**src/rtl/ad7264_frame_sequencer_if.sv**
```systemverilog
// ad7264_frame_sequencer_if
//
// Bundles the request/result handshake and the AD7264 serial pins that
// connect the frame sequencer to its user and to the ADC.
//
// Signals:
//   start        request one frame (sampled only while the sequencer is idle)
//   continuous   keep starting frames back-to-back while high
//   config_word  16-bit word shifted out on MOSI, MSB first
//   busy         high from frame acceptance until the quiet gap ends
//   done         one-cycle pulse when data_a/data_b update
//   data_a       last 14-bit MISOA result
//   data_b       last 14-bit MISOB result
//   SS           active-low slave select
//   SCLK         serial clock, idles high
//   MOSI         serial data towards the ADC
//   MISOA/MISOB  serial data from the ADC
//
// Modports:
//   master  the frame sequencer (drives SS/SCLK/MOSI and the results)
//   slave   the counterpart (drives requests and MISO lines)
interface ad7264_frame_sequencer_if;
  logic        start;
  logic        continuous;
  logic [15:0] config_word;
  logic        busy;
  logic        done;
  logic [13:0] data_a;
  logic [13:0] data_b;
  logic        SS;
  logic        SCLK;
  logic        MOSI;
  logic        MISOA;
  logic        MISOB;

  modport master (
    input  start, continuous, config_word, MISOA, MISOB,
    output busy, done, data_a, data_b, SS, SCLK, MOSI
  );

  modport slave (
    output start, continuous, config_word, MISOA, MISOB,
    input  busy, done, data_a, data_b, SS, SCLK, MOSI
  );
endinterface

```
**src/rtl/ad7264_frame_sequencer.sv**
```systemverilog
// ad7264_frame_sequencer
//
// SPI master that runs one AD7264 conversion frame at a time: it drops SS,
// clocks out a 16-bit configuration word on MOSI, clocks 33 SCLK periods in
// total and assembles the two 14-bit conversion results from MISOA/MISOB.
// Frames are started one per start request, or back-to-back while
// continuous is high, with a guaranteed SS-high gap of QUIET cycles.
//
// Parameters:
//   CLK_DIV  SCLK half-period in clk cycles (1..255)
//   QUIET    minimum SS-high gap in clk cycles between frames (1..255)
//
// Ports:
//   clk    system clock, rising edge
//   reset  asynchronous active-high reset
//   bus    ad7264_frame_sequencer_if master modport (handshake + SPI pins)
module ad7264_frame_sequencer #(
  parameter int CLK_DIV = 2,
  parameter int QUIET   = 4
) (
  input  logic                           clk,
  input  logic                           reset,
  ad7264_frame_sequencer_if.master       bus
);

  localparam logic [7:0] DIV_LAST   = 8'(CLK_DIV - 1);
  localparam logic [7:0] QUIET_LAST = 8'(QUIET - 1);

  localparam logic [5:0] FIRST_DATA_EDGE = 6'd19;
  localparam logic [5:0] LAST_DATA_EDGE  = 6'd32;
  localparam logic [5:0] FINAL_EDGE      = 6'd33;

  typedef enum logic [2:0] {
    ST_IDLE,
    ST_SETUP,
    ST_SHIFT,
    ST_HOLD,
    ST_QUIET
  } state_t;

  state_t      state;
  logic [7:0]  div_cnt;
  logic [7:0]  quiet_cnt;
  logic [5:0]  edge_cnt;
  logic [15:0] cfg_shift;
  logic [13:0] shadow_a;
  logic [13:0] shadow_b;

  logic        ss_q;
  logic        sclk_q;
  logic        mosi_q;
  logic        busy_q;
  logic        done_q;
  logic [13:0] data_a_q;
  logic [13:0] data_b_q;

  // All pin-facing outputs come straight from flops so the ADC never sees
  // a combinational path from start/continuous/MISO.
  assign bus.SS     = ss_q;
  assign bus.SCLK   = sclk_q;
  assign bus.MOSI   = mosi_q;
  assign bus.busy   = busy_q;
  assign bus.done   = done_q;
  assign bus.data_a = data_a_q;
  assign bus.data_b = data_b_q;

  // Frame sequencer.
  // div_cnt paces every SCLK half-period (and the SETUP/HOLD phases, which
  // are one half-period long). edge_cnt holds the number of the current
  // falling edge k, so the rising edge that ends a low phase is rising edge
  // k: that is where MOSI advances and where MISO bits 19..32 are taken.
  // cfg_shift is the latched configuration word; it is shifted left at each
  // rising edge so MOSI always comes from bit 14 and naturally turns to 0
  // once the 16 configuration bits are gone.
  always_ff @(posedge clk or posedge reset) begin
    if (reset) begin
      state     <= ST_IDLE;
      div_cnt   <= 8'd0;
      quiet_cnt <= 8'd0;
      edge_cnt  <= 6'd0;
      cfg_shift <= 16'd0;
      shadow_a  <= 14'd0;
      shadow_b  <= 14'd0;
      ss_q      <= 1'b1;
      sclk_q    <= 1'b1;
      mosi_q    <= 1'b0;
      busy_q    <= 1'b0;
      done_q    <= 1'b0;
      data_a_q  <= 14'd0;
      data_b_q  <= 14'd0;
    end else begin
      done_q <= 1'b0;
      case (state)
        ST_IDLE: begin
          if (bus.start || bus.continuous) begin
            cfg_shift <= bus.config_word;
            mosi_q    <= bus.config_word[15];
            busy_q    <= 1'b1;
            ss_q      <= 1'b0;
            sclk_q    <= 1'b1;
            div_cnt   <= 8'd0;
            edge_cnt  <= 6'd0;
            shadow_a  <= 14'd0;
            shadow_b  <= 14'd0;
            state     <= ST_SETUP;
          end
        end

        ST_SETUP: begin
          if (div_cnt == DIV_LAST) begin
            div_cnt  <= 8'd0;
            sclk_q   <= 1'b0;
            edge_cnt <= 6'd1;
            state    <= ST_SHIFT;
          end else begin
            div_cnt <= div_cnt + 8'd1;
          end
        end

        ST_SHIFT: begin
          if (div_cnt == DIV_LAST) begin
            div_cnt <= 8'd0;
            if (!sclk_q) begin
              sclk_q    <= 1'b1;
              mosi_q    <= cfg_shift[14];
              cfg_shift <= {cfg_shift[14:0], 1'b0};
              if (edge_cnt >= FIRST_DATA_EDGE && edge_cnt <= LAST_DATA_EDGE) begin
                shadow_a <= {shadow_a[12:0], bus.MISOA};
                shadow_b <= {shadow_b[12:0], bus.MISOB};
              end
              if (edge_cnt == FINAL_EDGE) begin
                state <= ST_HOLD;
              end
            end else begin
              sclk_q   <= 1'b0;
              edge_cnt <= edge_cnt + 6'd1;
            end
          end else begin
            div_cnt <= div_cnt + 8'd1;
          end
        end

        ST_HOLD: begin
          if (div_cnt == DIV_LAST) begin
            div_cnt   <= 8'd0;
            ss_q      <= 1'b1;
            mosi_q    <= 1'b0;
            data_a_q  <= shadow_a;
            data_b_q  <= shadow_b;
            done_q    <= 1'b1;
            quiet_cnt <= 8'd0;
            state     <= ST_QUIET;
          end else begin
            div_cnt <= div_cnt + 8'd1;
          end
        end

        ST_QUIET: begin
          if (quiet_cnt == QUIET_LAST) begin
            quiet_cnt <= 8'd0;
            busy_q    <= 1'b0;
            state     <= ST_IDLE;
          end else begin
            quiet_cnt <= quiet_cnt + 8'd1;
          end
        end

        default: begin
          state <= ST_IDLE;
        end
      endcase
    end
  end

endmodule
```
**src/flat_wrapper.sv**
```systemverilog
// flat-port wrapper written by rule: the top's interface ports become plain ports
module ad7264_frame_sequencer_flat 
#(
  parameter int CLK_DIV = 2,
  parameter int QUIET   = 4
)
  (clk, reset, bus_start, bus_continuous, bus_config_word, bus_MISOA, bus_MISOB, bus_busy, bus_done, bus_data_a, bus_data_b, bus_SS, bus_SCLK, bus_MOSI);
  ad7264_frame_sequencer_if bus_i ();
  input  logic clk;
  input  logic reset;
  input wire logic [$bits(bus_i.start)-1:0] bus_start;
  input wire logic [$bits(bus_i.continuous)-1:0] bus_continuous;
  input wire logic [$bits(bus_i.config_word)-1:0] bus_config_word;
  input wire logic [$bits(bus_i.MISOA)-1:0] bus_MISOA;
  input wire logic [$bits(bus_i.MISOB)-1:0] bus_MISOB;
  output wire logic [$bits(bus_i.busy)-1:0] bus_busy;
  output wire logic [$bits(bus_i.done)-1:0] bus_done;
  output wire logic [$bits(bus_i.data_a)-1:0] bus_data_a;
  output wire logic [$bits(bus_i.data_b)-1:0] bus_data_b;
  output wire logic [$bits(bus_i.SS)-1:0] bus_SS;
  output wire logic [$bits(bus_i.SCLK)-1:0] bus_SCLK;
  output wire logic [$bits(bus_i.MOSI)-1:0] bus_MOSI;
  assign bus_i.start = bus_start;
  assign bus_i.continuous = bus_continuous;
  assign bus_i.config_word = bus_config_word;
  assign bus_i.MISOA = bus_MISOA;
  assign bus_i.MISOB = bus_MISOB;
  assign bus_busy = bus_i.busy;
  assign bus_done = bus_i.done;
  assign bus_data_a = bus_i.data_a;
  assign bus_data_b = bus_i.data_b;
  assign bus_SS = bus_i.SS;
  assign bus_SCLK = bus_i.SCLK;
  assign bus_MOSI = bus_i.MOSI;
  ad7264_frame_sequencer #(.CLK_DIV(CLK_DIV), .QUIET(QUIET)) u_core (.clk(clk), .reset(reset), .bus(bus_i));
endmodule
```
**config.mk**
```make
export PLATFORM = sky130hd
export DESIGN_NAME = ad7264_frame_sequencer_flat
export DESIGN_NICKNAME = d
export VERILOG_FILES = /design/src/rtl/ad7264_frame_sequencer_if.sv /design/src/rtl/ad7264_frame_sequencer.sv /design/src/flat_wrapper.sv
export SDC_FILE = /design/constraint.sdc
export NUM_CORES = 1
export LEC_CHECK = 0
export CAP_MARGIN = 40
export CORE_UTILIZATION = 54
export CTS_BUF_LIST = sky130_fd_sc_hd__clkbuf_8
export DETAILED_ROUTE_END_ITERATION = 6
export PLACE_DENSITY = 0.77
export SETUP_SLACK_MARGIN = 0.02
export SLEW_MARGIN = 20
export SYNTH_ARGS = -nofsm -noshare
export SYNTH_HDL_FRONTEND = slang
export SYNTH_SLANG_ARGS = --single-unit
```
**constraint.sdc**
```tcl
create_clock -name clk -period 4.2 [get_ports clk]
set_clock_uncertainty 0.2 [all_clocks]
set_input_delay 1.05 -clock clk [delete_from_list [all_inputs] [get_ports clk]]
set_output_delay 1.05 -clock clk [all_outputs]
set_load 0.01 [all_outputs]
```
---- Word-level counts from Yosys, hierarchy flattened ----
Index checks and enable logic that the tools add are counted.
cells by class
  reductions and logical operators ........ 22
  add/sub/neg operators ................... 3
  $lt $le $gt $ge ......................... 2
  multiplexer cells ....................... 48
  equal/unequal tests ..................... 16
operators by type and width
  cell                   number
  $mux W14               7
  $pmux W14 S2           2
  $mux W15               3
  $mux W8                4
  $pmux W8 S2            2
  $pmux W15 S2           1
  $mux W6                4
  $mux W3                7
  $pmux W6 S3            1
  $add A8 B1 Y8 const B  2
  $ne A2 B1 Y1 const B   8
  $pmux W3 S5            1
  $reduce_and A5 Y1      3
  $mux W1                12
  $reduce_bool A2 Y1     5
  $eq A8 B1 Y1 const B   1
  $eq A8 B2 Y1 const B   1
  $reduce_and A4 Y1      2
  $reduce_and A7 Y1      1
  $add A6 B1 Y6 const B  1
  $eq A3 B2 Y1 const B   2
  $eq A6 B6 Y1 const B   1
  $ge A6 B5 Y1 const B   1
  $le A6 B6 Y1 const B   1
  other kinds (12)       18
word-level totals
  bits in registers ....................... 101
  output and inout port bits .............. 33
  word-level logic and storage cells ...... 105
  bits of input ports ..................... 22

---- Longest topological paths before layout ----
Gate-level depths: netlist (run 1).
  depth in word-level cells ............... 6
  mapped depth ............................ 8
  mapped depth without buffers ............ 6

---- Worst setup path before layout (run 1) ----
OpenSTA, ideal clock, no wires.
  kind .................................... input port to flip-flop
  start ................................... input port bus_continuous
  end ..................................... register u_core.cfg_shift[0]
  cell stages on the path ................. 5
  setup time .............................. 0.125 ns
  path buffers ............................ 1
  arrival time ............................ 2.201 ns
  setup slack ............................. 1.674 ns
  path through ............................ or3_1 nand2_1 nor4_4 buf_6 mux2_2
on the way
  cells in the longest elaborated chain, start to end .. 3
RTL lines
  element                             line                           RTL
  start: declaration                  flat_wrapper.sv:12             input wire logic [$bits(bus_i.continuous)-1:0] bus_continuous;
  $logic_or A1 B1 Y1                  ad7264_frame_sequencer.sv:95   if (bus.start || bus.continuous) begin
  $ne A2 B1 Y1 (no source line)       n/a
  $reduce_and A4 Y1 (no source line)  n/a
  end signal: assignment              ad7264_frame_sequencer.sv:96   cfg_shift <= bus.config_word;
  end signal: assignment              ad7264_frame_sequencer.sv:126  cfg_shift <= {cfg_shift[14:0], 1'b0};
  end: declaration                    ad7264_frame_sequencer.sv:45   logic [15:0] cfg_shift;
Every way passes these cells.
A chain may end at the register's enable or synchronous reset.

---- Final worst setup path (run 1) ----
  start ................................... register u_core.sclk_q (netlist: u_core.bus.SCLK)
  end ..................................... output port bus_SCLK
RTL lines
  element                   line                           RTL
  start: declaration        ad7264_frame_sequencer.sv:50   logic sclk_q;
  start signal: assignment  ad7264_frame_sequencer.sv:85   sclk_q <= 1'b1;
  start signal: assignment  ad7264_frame_sequencer.sv:100  sclk_q <= 1'b1;
  start signal: assignment  ad7264_frame_sequencer.sv:112  sclk_q <= 1'b0;
  end: declaration          flat_wrapper.sv:21             output wire logic [$bits(bus_i.SCLK)-1:0] bus_SCLK;
No word-level cell between the ends.

==> metrics, run 1 <==
CTS HTree Levels 3; final-layout fill cell count 721; cts repair resizes 0; total power 1600 uW; Avg Cell Area, Syn 10.67 um^2; initial drt markers 154; WP depth 1; CP bufs+invs 1; critical path class flip-flop to primary output; worst slew pin tran 0.6937 ns; hold_sp u_core.bus.SS; crit-path max cell delay 0.67 ns; reg2reg end u_core.shadow_b[5]; # diodes 0; port bufs 54; Min-Delay Endpoint u_core.bus.SS; RSZ-0062 raised after global routing false; vias per cell approximately 5.5; Setup violations, final 0; Reg clk slew, reported paths 0.10 ns; setup slack, reg-to-reg around 1.6 ns; hold buffer count at CTS 0; slew margin rel. between 50% and 60%; arrival time worst endpoint 1.61 ns; launching point of the worst reg2reg path u_core.state[1]; Remaining DRCs 0; switching power between 300 and 400 uW; fin. max-slew vios 0; combinational power share 3.3%; total die area 9277 um^2; largest net degree at the start of global routing 63; antenna viol nets, final 0; Top FF cell, synth dfrtp_1; CTS Buf Count 9; layout cells sized above 1 between 10% and 20%; Fmax 350.2 MHz; # rows 34; post-CTS setup buffer count 0; CP Cell Sequence clkdlybuf4s50_1; Bufs on Longest Clock Path 2; Hold Crit Class flip-flop to flip-flop; Pleak 0.002443 uW; Setup crit end kind primary output; CP Launch Type flip-flop; Ports 55; sequential element share of the synthesized area a little over half; final cell count without fillers 613; CTS tree done; Die Wd 96.32 um; Core Region 8678 um^2; post-synth cell types 56; FF+latch count, synth between 100 and 150; Crit path max-delay family flip-flops; clock sinks 101; worst skew pair latency around 0.37 ns; post-DP HPWL just over 6000 um; Final Hold Viols 0; Worst Hold Path Cells 2; setup TNS 0 ns; Layout Utilization around two thirds; Post-Synthesis Net Count approximately 480; initial antenna violation count 0; Async S/R FF share, synth 100.0%; Ys Warns 0; first-pass GRT wire length 15190 um; Sw Share 23.58%; WL final 8905 um; Routed wire per std cell between 10 and 15 um; P_int 1223 uW; Area Growth Syn to Fin 17.14%; crit path max-delay cell type dfstp_2; Detailed Routing Iterations Pass 1 4; clock root cell clkbuf_8; CP max FO 12; Power Density 284.3 nW/um^2; vias in the first global route 3349; RePlAce Congestion 0.8358; Seq pwr share 60.7%; Worst VDD drop ~0.00019 V; crit share post-route 67.98%; die height 96.32 um; Inst Count DP between 500 and 600; CP required 2.95 ns; Max-Cap Viols 0; total gr overflow 0; clock share of power around 36%; Tmin final 2.855 ns; GRT Overall Usage 21.40%; Initial Util 55.35%; DR vias around 3300; Post-synth EDFFs 0; # nets final 529; Cell Area, Synth 4803 um^2; Reg2Reg Depth 5; Cells after Synth 450; outcome finished clean; worst hold slack 0.2771 ns
-- power by group through the flow --
stage | Sequential (uW) | Combinational [uW] | Clock, uW
floorplan | 991 | 22.0 | 0
global placement | 991 | 49.9 | 0
detailed placement | 991 | 53.8 | 0
CTS | 972 | 54.1 | 595
global route | 972 | 59.7 | 630
finish | 972 | 52.3 | 576
-- cells in the mapped netlist, types with 6 or more instances --
| cell | n | share of area (%) |
|---|---|---|
| inv_1 | 37 | 2.9 |
| nor2b_1 | 6 | 0.78 |
| mux2i_1 | 31 | 6.5 |
| nor2_1 | 14 | 1.1 |
| dfrtp_1 | 99 | 52 |
| a31oi_1 | 8 | 1.0 |
| xnor2_1 | 8 | 1.5 |
| nand3_1 | 7 | 0.73 |
| mux2_2 | 29 | 6.8 |
| o21ai_0 | 30 | 3.1 |
| a21oi_1 | 12 | 1.3 |
| clkbuf_1 | 15 | 1.2 |
| ha_1 | 7 | 1.8 |
| nand2_1 | 73 | 5.7 |
-- routing by layer --
metal,vias to the layer above,GRT usage (%),wire length (um)
met5,-,0,0
met2,64,35.76,4249
li1,1647,-,-
met4,0,6.618,113
met1,1624,27.93,4127
met3,12,4.660,414
-- through the flow --
step | cell area (um^2) | setup slack (ns)
floorplan | 4803 | 0.3062
global placement | 5405 | 1.054
detailed placement | 5433 | 0.9868
CTS | 5612 | 1.331
global route | 5627 | 1.216
finish | 5627 | 1.345
-- kinds of logic (layout without fill, tap and decap cells) --
| logic type | Yosys count | after routing | share of synthesized area (%) |
|---|---|---|---|
| and+or+nand+nor | 138 | 138 | 14.95 |
| DFF | 101 | 101 | 52.67 |
| AOI/OAI and AO/OA | 74 | 74 | 9.768 |
| buffers and inverters | 61 | 116 | 5.887 |
| muxes | 60 | 60 | 13.26 |
| xor gates and xnor gates | 9 | 9 | 1.641 |
| adders and majority gates | 7 | 7 | 1.823 |
-- area by class of cell --
cell class | instances | area [um^2] | area share [%]
flip-flops and latches | 101 | 2530 | 44.96
repair buffers | 63 | 635.6 | 11.30
clock inverters | 7 | 55.05 | 0.9784
inverters | 37 | 141.4 | 2.513
clock buffers | 9 | 123.9 | 2.201
well taps | 108 | 135.1 | 2.402
multi-input cells | 288 | 2006 | 35.65
-- flip-flops by register name, indices dropped and copies added, names as in the netlist --
register / flops
u_core.shadow_a: 14
u_core.div_cnt: 8
u_core.bus.done: 1
u_core.bus.SCLK: 1
u_core.quiet_cnt: 8
u_core.edge_cnt: 6
u_core.bus.data_a: 14
u_core.state: 3
u_core.shadow_b: 14
u_core.bus.busy: 1
u_core.bus.data_b: 14
u_core.cfg_shift: 15
u_core.bus.SS: 1
u_core.bus.MOSI: 1
-- cell usage in the layout (no fill, tap or decap), types with 4 or more instances in the layout --
cell type        synthesis  routed
inv_1                   37      36
ha_1                     7       7
o21ai_0                 30      30
buf_4                    0       7
clkbuf_8                 0       9
nor2_1                  14      14
nor4b_1                  4       4
xnor2_1                  8       8
a21oi_1                 12      12
mux2_2                  29      29
nor2b_1                  6       6
nand2_1                 73      73
nand4_1                  5       5
a31oi_1                  8       8
nand3_1                  7       7
a22o_1                   4       4
mux2i_1                 31      31
dfrtp_1                 99      99
clkdlybuf4s50_1          0      54
-- worst max path at each step --
stage,from,endpoint
CTS,u_core.bus.SCLK,bus_SCLK
floorplan,reset,u_core.bus.MOSI
global placement,bus_continuous,u_core.shadow_b[2]
detailed placement,bus_continuous,u_core.shadow_b[5]
finish,u_core.bus.SCLK,bus_SCLK
global route,bus_start,u_core.shadow_a[8]
(Power assumes the default switching activity.)
==> run 2: changes to the inputs <==
==> constraint.sdc (replaced) <==
create_clock -name clk -period 2.99 [get_ports clk]
set_clock_uncertainty 0.2 [all_clocks]
set_input_delay 0.7475 -clock clk [delete_from_list [all_inputs] [get_ports clk]]
set_output_delay 0.7475 -clock clk [all_outputs]
set_load 0.01 [all_outputs]
==> metrics, run 2 (synthesis results as in run 1) <==
outcome finished clean; Detailed Routing Iterations Pass 1 5; DR vias 3387; Setup violations, final 0; # nets final between 500 and 600; worst hold slack about 0.28 ns; Fmax 392.7 MHz; initial antenna violation count 0; CP Cell Sequence clkdlybuf4s50_1; layout cells sized above 1 13.58%; Hold Crit Class flip-flop to flip-flop; Remaining DRCs 0; total gr overflow 0; # diodes 0; commonest non-fill, non-tap cell in the layout dfrtp_1; die height 96.32 um; vias in the first global route ~3200; CP required 2.04 ns; critical path class flip-flop to primary output; Power Density approximately 420 nW/um^2; Bufs on Longest Clock Path 2; Critical Path End bus_SCLK; total die area 9277 um^2; CTS tree done; Reg2Reg Depth 6; Final Hold Viols 0; initial drt markers 146; Routed wire per std cell 14.90 um; crit share post-route between 80 and 90%; Max-Cap Viols 0; post-DP HPWL 6235 um; # rows 34; CP max FO 12; launching point of the worst reg2reg path u_core.div_cnt[1]; vias per cell between 5 and 6; WL final 9177 um; crit-path max cell delay roughly 0.67 ns; crit path from u_core.bus.SCLK; CP bufs+invs 1; setup TNS 0 ns; Area Growth Syn to Fin 19.12%; RePlAce Congestion 0.8725; CTS HTree Levels 3; CTS Buf Count 9; Setup crit end kind primary output; Ports 55; setup slack, reg-to-reg 0.52 ns; hold buffer count at CTS 0; worst skew pair latency 0.37 ns; slew margin rel. 55.09%; Top reg by flops u_core.cfg_shift; arrival time worst endpoint around 1.6 ns; Worst VDD drop 0.0003099 V; Pleak 0.002484 uW; clock sinks between 100 and 150; reg2reg end u_core.bus.MOSI; antenna viol nets, final 0; first-pass GRT wire length 15320 um; Worst Hold Path Cells 2; Tmin final 2.546 ns; Die Wd 96.32 um; Initial Util 55.35%; RSZ-0062 raised after global routing false; worst slew pin tran 0.6722 ns; crit path max-delay cell type dfstp_2; Reg clk slew, reported paths 0.09 ns; commonest cells after routing, fill and taps aside 99 x dfrtp_1, 73 x nand2_1, 54 x clkdlybuf4s50_1; largest net degree at the start of global routing between 40 and 50; GRT Overall Usage 21.78%; Crit path max-delay family flip-flops; port bufs 54; post-CTS setup buffer count 0; fin. max-slew vios 0; Largest register FFs 15; clock root cell clkbuf_8; cts repair resizes 0; Core Region ~8700 um^2; WP depth 1; CP Launch Type flip-flop
[run 2: how the worst min path moves through the flow]
stage | from | end | slack (ns)
final | u_core.bus.SS | u_core.bus.SS | 0.28
after global routing | u_core.bus.SS | u_core.bus.SS | 0.31
after CTS | u_core.bus.SS | u_core.bus.SS | 0.29
after detailed placement | u_core.bus.SS | u_core.bus.SS | 0.27
after global placement | u_core.bus.data_a[13] | u_core.bus.data_a[13] | 0.26
after floorplan | u_core.bus.SS | u_core.bus.SS | 0.27
[run 2: per-layer routing]
metal  vias to the layer above  GRT usage [%]  routed length (um)
li1                       1639              -                   -
met1                      1664          28.97                4267
met2                        77          35.58                4370
met3                         7          6.082                 485
met4                         0          5.025                  55
met5                         -              0                   0
[run 2: final cells by class]
class / count / area (um^2)
Fill cell: 683 / 2957
Clock buffer: 10 / 137.6
Timing Repair Buffer: 66 / 680.7
Tap cell: 108 / 135.1
Multi-Input combinational cell: 288 / 2006
Sequential cell: 101 / 2530
Clock inverter: 6 / 90.09
Inverter: 37 / 142.6
[run 2: metrics by stage]
| stage | setup WS (ns) | utilization [%] | total power, uW | instances | cell area [um^2] |
|---|---|---|---|---|---|
| 6_report | 0.4436 | 65.93 | 2417 | 616 | 5722 |
| 5_1_grt | 0.3655 | 65.93 | 2507 | 616 | 5722 |
| 4_1_cts | 0.4273 | 65.93 | 2450 | 616 | 5722 |
| 3_5_place_dp | 0.1378 | 63.31 | 1469 | 600 | 5494 |
| 3_3_place_gp | 0.1947 | 63.31 | 1468 | 600 | 5494 |
| 2_1_floorplan | 0.7593 | - | 1423 | 450 | 4807 |
[run 2: power by group]
group	total (uW)	internal, uW	leakage, uW	switching, uW
logic	75.3	38.2	0.00117	37.1
registers	1360	1360	0.00120	0
clock network	977	501	0.000119	476
total	2420	1900	0.00248	513
[run 2: worst min-delay path, delay by kind of cell, from the launching register on]
kind | cells | cell delay (ns)
AO/OA/AOI/OAI | 1 | 0.05
buffers and inverters | 1 | 0.04
flip-flops | 1 | 0.39
